**src/rtl/uart_pkg.sv**
```systemverilog
// Shared UART types: transmitter FSM states, parity encodings and a counter-width helper.
package uart_pkg;

  typedef enum logic [2:0] {
    ST_IDLE,
    ST_FETCH,
    ST_LOAD,
    ST_START,
    ST_DATA,
    ST_PARITY,
    ST_STOP
  } tx_state_t;

  localparam int PAR_NONE = 0;
  localparam int PAR_EVEN = 1;
  localparam int PAR_ODD  = 2;

  // Width of a counter that must hold the values 0..n.
  function automatic int bit_cnt_w(input int n);
    return (n < 1) ? 1 : $clog2(n + 1);
  endfunction

endpackage

```
**src/rtl/uart_baud_counter.sv**
```systemverilog
// Bit-period divider: tick is high on the last clk of every CLKS_PER_BIT-cycle bit period.
module uart_baud_counter #(
  parameter int CLKS_PER_BIT = 868
) (
  input  logic clk,
  input  logic rst,
  input  logic clear,
  output logic tick
);

  localparam int CW = (CLKS_PER_BIT > 1) ? $clog2(CLKS_PER_BIT) : 1;

  logic [CW-1:0] cnt_q, cnt_d;

  assign tick = (cnt_q == CW'(CLKS_PER_BIT - 1));

  always_comb begin
    cnt_d = cnt_q + 1'b1;
    if (clear || tick) cnt_d = '0;
  end

  always_ff @(posedge clk) begin
    if (rst) cnt_q <= '0;
    else     cnt_q <= cnt_d;
  end

endmodule

```
**src/rtl/fifo_uart_tx.sv**
```systemverilog
// Drains a synchronous FIFO one byte at a time and serialises each byte as a UART frame on tx.
module fifo_uart_tx
  import uart_pkg::*;
#(
  parameter int DATA_WIDTH   = 8,
  parameter int CLKS_PER_BIT = 868,
  parameter int PARITY       = 0,
  parameter int STOP_BITS    = 1
) (
  input  logic                  clk,
  input  logic                  rst,
  input  logic                  enable,
  input  logic                  fifo_empty,
  input  logic [DATA_WIDTH-1:0] fifo_data,
  output logic                  fifo_cs,
  output logic                  fifo_rd_en,
  output logic                  tx,
  output logic                  busy,
  output logic                  tx_done
);

  localparam int BW = bit_cnt_w(DATA_WIDTH);

  tx_state_t             state_q, state_d;
  logic [BW-1:0]         bit_q, bit_d;
  logic [DATA_WIDTH-1:0] shift_q, shift_d;
  logic                  par_q, par_d;
  logic                  tx_q, tx_d;
  logic                  tick, clear, done;

  uart_baud_counter #(.CLKS_PER_BIT(CLKS_PER_BIT)) u_baud (
    .clk   (clk),
    .rst   (rst),
    .clear (clear),
    .tick  (tick)
  );

  always_comb begin
    state_d = state_q;
    bit_d   = bit_q;
    shift_d = shift_q;
    par_d   = par_q;
    done    = 1'b0;
    case (state_q)
      ST_IDLE:  if (enable && !fifo_empty) state_d = ST_FETCH;
      ST_FETCH: state_d = ST_LOAD;
      ST_LOAD: begin
        shift_d = fifo_data;
        par_d   = (PARITY == PAR_ODD) ? ~^fifo_data : ^fifo_data;
        state_d = ST_START;
      end
      ST_START: if (tick) state_d = ST_DATA;
      ST_DATA: begin
        if (tick) begin
          if (bit_q == BW'(DATA_WIDTH - 1)) begin
            state_d = (PARITY != PAR_NONE) ? ST_PARITY : ST_STOP;
          end else begin
            bit_d   = bit_q + 1'b1;
            shift_d = shift_q >> 1;
          end
        end
      end
      ST_PARITY: if (tick) state_d = ST_STOP;
      ST_STOP: begin
        if (tick) begin
          if (bit_q == BW'(STOP_BITS - 1)) begin
            done    = 1'b1;
            state_d = (enable && !fifo_empty) ? ST_FETCH : ST_IDLE;
          end else begin
            bit_d = bit_q + 1'b1;
          end
        end
      end
      default: state_d = ST_IDLE;
    endcase

    // Every state entry restarts both the bit period and the bit index.
    clear = (state_d != state_q);
    if (clear) bit_d = '0;

    // tx follows the state being entered so the line changes on the same edge as the FSM.
    case (state_d)
      ST_START:  tx_d = 1'b0;
      ST_DATA:   tx_d = shift_d[0];
      ST_PARITY: tx_d = par_d;
      default:   tx_d = 1'b1;
    endcase
  end

  always_ff @(posedge clk) begin
    if (rst) begin
      state_q <= ST_IDLE;
      bit_q   <= '0;
      shift_q <= '0;
      par_q   <= 1'b0;
      tx_q    <= 1'b1;
    end else begin
      state_q <= state_d;
      bit_q   <= bit_d;
      shift_q <= shift_d;
      par_q   <= par_d;
      tx_q    <= tx_d;
    end
  end

  assign tx         = tx_q;
  assign fifo_rd_en = (state_q == ST_FETCH);
  assign fifo_cs    = (state_q == ST_FETCH);
  assign busy       = (state_q != ST_IDLE);
  assign tx_done    = done;

endmodule

```
**config.mk**
```make
export PLATFORM = sky130hd
export DESIGN_NAME = fifo_uart_tx
export DESIGN_NICKNAME = d
export VERILOG_FILES = /design/src/rtl/uart_pkg.sv /design/src/rtl/uart_baud_counter.sv /design/src/rtl/fifo_uart_tx.sv
export SDC_FILE = /design/constraint.sdc
export NUM_CORES = 1
export LEC_CHECK = 0
export CORE_ASPECT_RATIO = 0.75
export CORE_MARGIN = 5
export CORE_UTILIZATION = 43
export CTS_CLUSTER_DIAMETER = 200
export DETAILED_ROUTE_END_ITERATION = 8
export GPL_ROUTABILITY_DRIVEN = 0
export GPL_TIMING_DRIVEN = 0
export PLACE_DENSITY = 0.65
export SETUP_SLACK_MARGIN = 0.3
export SLEW_MARGIN = 10
export SYNTH_ARGS = -nofsm -noshare
export SYNTH_HDL_FRONTEND = slang
export SYNTH_SLANG_ARGS = --single-unit
```
**constraint.sdc**
```tcl
create_clock -name clk -period 4.6 [get_ports clk]
set_clock_uncertainty 0.1 [all_clocks]
set_input_delay 1.38 -clock clk [delete_from_list [all_inputs] [get_ports clk]]
set_output_delay 1.38 -clock clk [all_outputs]
set_load 0.01 [all_outputs]
```
==> results.cfg <==
[outcome]
status = finished, final reports clean

[die]
die_height_um = 61.5
ios = 17
die_width_um = 78.7
effective_utilization_at_floorplan_pct = 45.3
num_rows = 18
die-area_mm2 = 0.00484
design.core.area_mm2 = 0.00336

[clock_network]
cts_sinks = 27
cts_post_setup_buffers_inserted = 0
hold_buffers = 0
clk_root_buffer_cell = clkbuf_8
clk-insertion-delay-late_ns = 0.27
worst_setup_hold_path_clk_slew_ns = 0.09
cts_tree = yes
ctsLongestPathBuffers = 2
numCtsBuffers = 3
h-tree-depth = 1
post_cts_resize_count = 0

[final_layout]
area_delta_synth_final_pct = 17.3
drive_above_1_share_pct = 6.40
antennaDiodeCount = 0
fill_cell_total_of_the_finished_layout = 317
area.sequential_um2 = 541
area_taken_by_multi_input_logic_gates_um2 = 917
nets = 219

[placement]
dp.final_hpwl_um = 2690
port_buffers = 16

[global_route]
wire_length_of_the_first_global_routing_pass_um = 6040
grt_start_max_net_pins = 16
antenna_violations_before_repair = 0
overflow = 0
globalRouteTotalUtil_pct = 15.9
via_count_of_the_first_global_routing_pass = 1307

[logic_synthesis]
yosys_register_bits = 27
synthTopCellsByArea = dfxtp_1 36%, xnor2_1 7.5%, nor2_1 6.4%
netlist.area_leader.share_pct = 35.6
library_cell_occupying_the_most_area_in_the_post_synthesis_netlist = dfxtp_1
postSynthNetCount = 198
dominantRegCellSynth = dfxtp_1
synth_enable_flop_cells = 0
yosysUniqueCellTypes = 46
syn-instance-count = 183
yosys_warnings = 0
syn-cell-area_mm2 = 0.00152
synth_async_sr_flop_share_pct = 0
syn_area_per_cell_um2 = 8.31
synth-seq-area-share_pct = 35.6

[detailed_routing]
vias = 1426
wire_per_inst_um = 14.7
detailedRoute.firstIterationViolations = 149
drt-total-wl_um = 3580
remaining_drc_errors = 0
viasPerCell = 5.87
detail-route-antenna-nets = 0
dr.pass1.iters = 4

[sta]
slew_headroom_pct = 60.2
maxClockFrequency_ghz = 0.241
timing_hold_violations_final = 0
post-route-min-period_ns = 4.15
endpoints_failing_setup = 0
final_min_period_over_clock_period_pct = 90.3
timing.setup.tns_ns = 0
max_slew_violation_count = 0
grt_setup_unrepaired = no
worstMarginPinSlew_ns = 0.583

[power]
comb_power_share_pct = 21.6
p_int_uw = 356
power.share.clock_pct = 27.1
design_power_total_uw = 498
total_switching_power_uw = 142
vdd_drop_max_mv = 0.153
leakage_uw = 0.000580
sw_frac_of_total_pct = 28.5
sequential_cell_fraction_of_total_power_pct = 51.3
cellPowerDensity_mw_per_mm2 = 279

[setup_path]
path_class = reg -> out
worst-path-max-fanout = 4
crit_arrival_ns = 2.67
critPathRequiredTime_ns = 3.12
cp-start-kind = flip-flop
setup.worst_path.end_class = output port

[run]
drv.max_cap_violation_count = 0

[worst_hold_path]
hp-class = reg -> reg
-- through the flow --
| step | util, % | instance area, um^2 | setup WS [ns] | std cells | hold slack [ns] |
|---|---|---|---|---|---|
| global route | 53.1 | 1780 | 0.344 | 243 | 0.409 |
| floorplan | - | 1520 | 1.38 | 183 | 0.330 |
| global placement | 51.6 | 1730 | 0.660 | 239 | 0.347 |
| detailed placement | 51.6 | 1730 | 0.639 | 239 | 0.366 |
| finish | 53.1 | 1780 | 0.447 | 243 | 0.380 |
| CTS | 52.9 | 1780 | 0.316 | 243 | 0.381 |
-- power groups by stage --
stage                     combinational [uW]  sequential (uW)  clock [uW]
final                                    108              255         135
after global routing                     117              257         150
after CTS                                108              255         139
after detailed placement                 107              260           0
after global placement                   104              260           0
after floorplan                         69.5              258           0
-- state kept, by name, summed over array words and instances (netlist names) --
signal and cells:
u_baud.cnt_q 10, shift_q 8, par_q 1, bit_q 4, state_q 3, tx 1
-- cell usage after synthesis (2+ instances only) --
master / number
o41ai_1: 3
nor2_1: 26
or3_1: 2
nor2b_1: 3
xnor2_1: 13
a211oi_1: 5
o21ai_0: 12
nand2_1: 10
dfxtp_1: 27
nand2b_1: 2
nor3_1: 2
inv_1: 4
clkbuf_1: 7
a22oi_1: 6
nand3_1: 8
nor4_1: 3
nand4_1: 2
a31oi_1: 2
and3_1: 3
a21oi_1: 12
ha_1: 3
xor2_1: 4
-- path summary, 6_finish.rpt --
| check | start | to | slack (ns) | cells past startpoint |
|---|---|---|---|---|
| setup / recovery | bit_q[0] | tx_done | 0.45 | 7 |
| hold / removal | u_baud.cnt_q[0] | u_baud.cnt_q[0] | 0.38 | 1 |
| setup reg to reg | u_baud.cnt_q[0] | u_baud.cnt_q[3] | 2.06 | 7 |
| hold reg to reg | u_baud.cnt_q[0] | u_baud.cnt_q[0] | 0.38 | 1 |
-- worst max-delay path, cell delays in order (launching register included) --
cell and delay (ns):
dfxtp_1 0.33, inv_1 0.09, ha_1 0.14, or3b_2 0.51, nor4_2 0.51, nand2_1 0.15, nor2_1 0.12, clkdlybuf4s50_1 0.55
-- per-layer routing --
layer  wire length (um)  share of wire, %  GRT usage, %
met1               1730                48          22.8
met3                235               6.6          3.95
met2               1590                45          24.4
met5                  0                 0             0
met4                 22              0.61          2.99
-- kinds of logic (layout without fill, tap and decap cells) --
kind of cell	after synthesis	in the layout	synth area share, %
adders and majority gates	3	3	2.47
DFF	27	27	35.6
muxes	2	2	1.40
and+or+nand+nor	69	69	23.6
buffers and inverters	15	35	4.53
xor gates and xnor gates	17	17	9.79
AOI/OAI and AO/OA	50	50	22.6
-- final cells by class --
| cell class | count | area share (%) |
|---|---|---|
| buffer | 11 | 3.02 |
| clock inverter | 1 | 0.281 |
| sequential | 27 | 30.3 |
| timing repair buffer | 16 | 8.98 |
| tap | 40 | 2.81 |
| multi-input combinational | 141 | 51.4 |
| clock buffer | 3 | 2.32 |
| inverter | 4 | 0.842 |
-- cell usage in the layout, fill, tap and decap left out, types with 2 or more instances in the layout --
cell type	n
a211oi_1	5
a21oi_1	12
a22oi_1	6
a31oi_1	2
and3_1	3
clkbuf_1	7
clkbuf_8	3
clkdlybuf4s50_1	16
dfxtp_1	27
ha_1	3
inv_1	4
nand2_1	10
nand2b_1	2
nand3_1	8
nand4_1	2
nor2_1	26
nor2b_1	3
nor3_1	2
nor4_1	2
o21ai_0	12
o41ai_1	3
or3_1	2
xnor2_1	13
xor2_1	4
No activity file was read; power rests on OpenSTA's default activity.
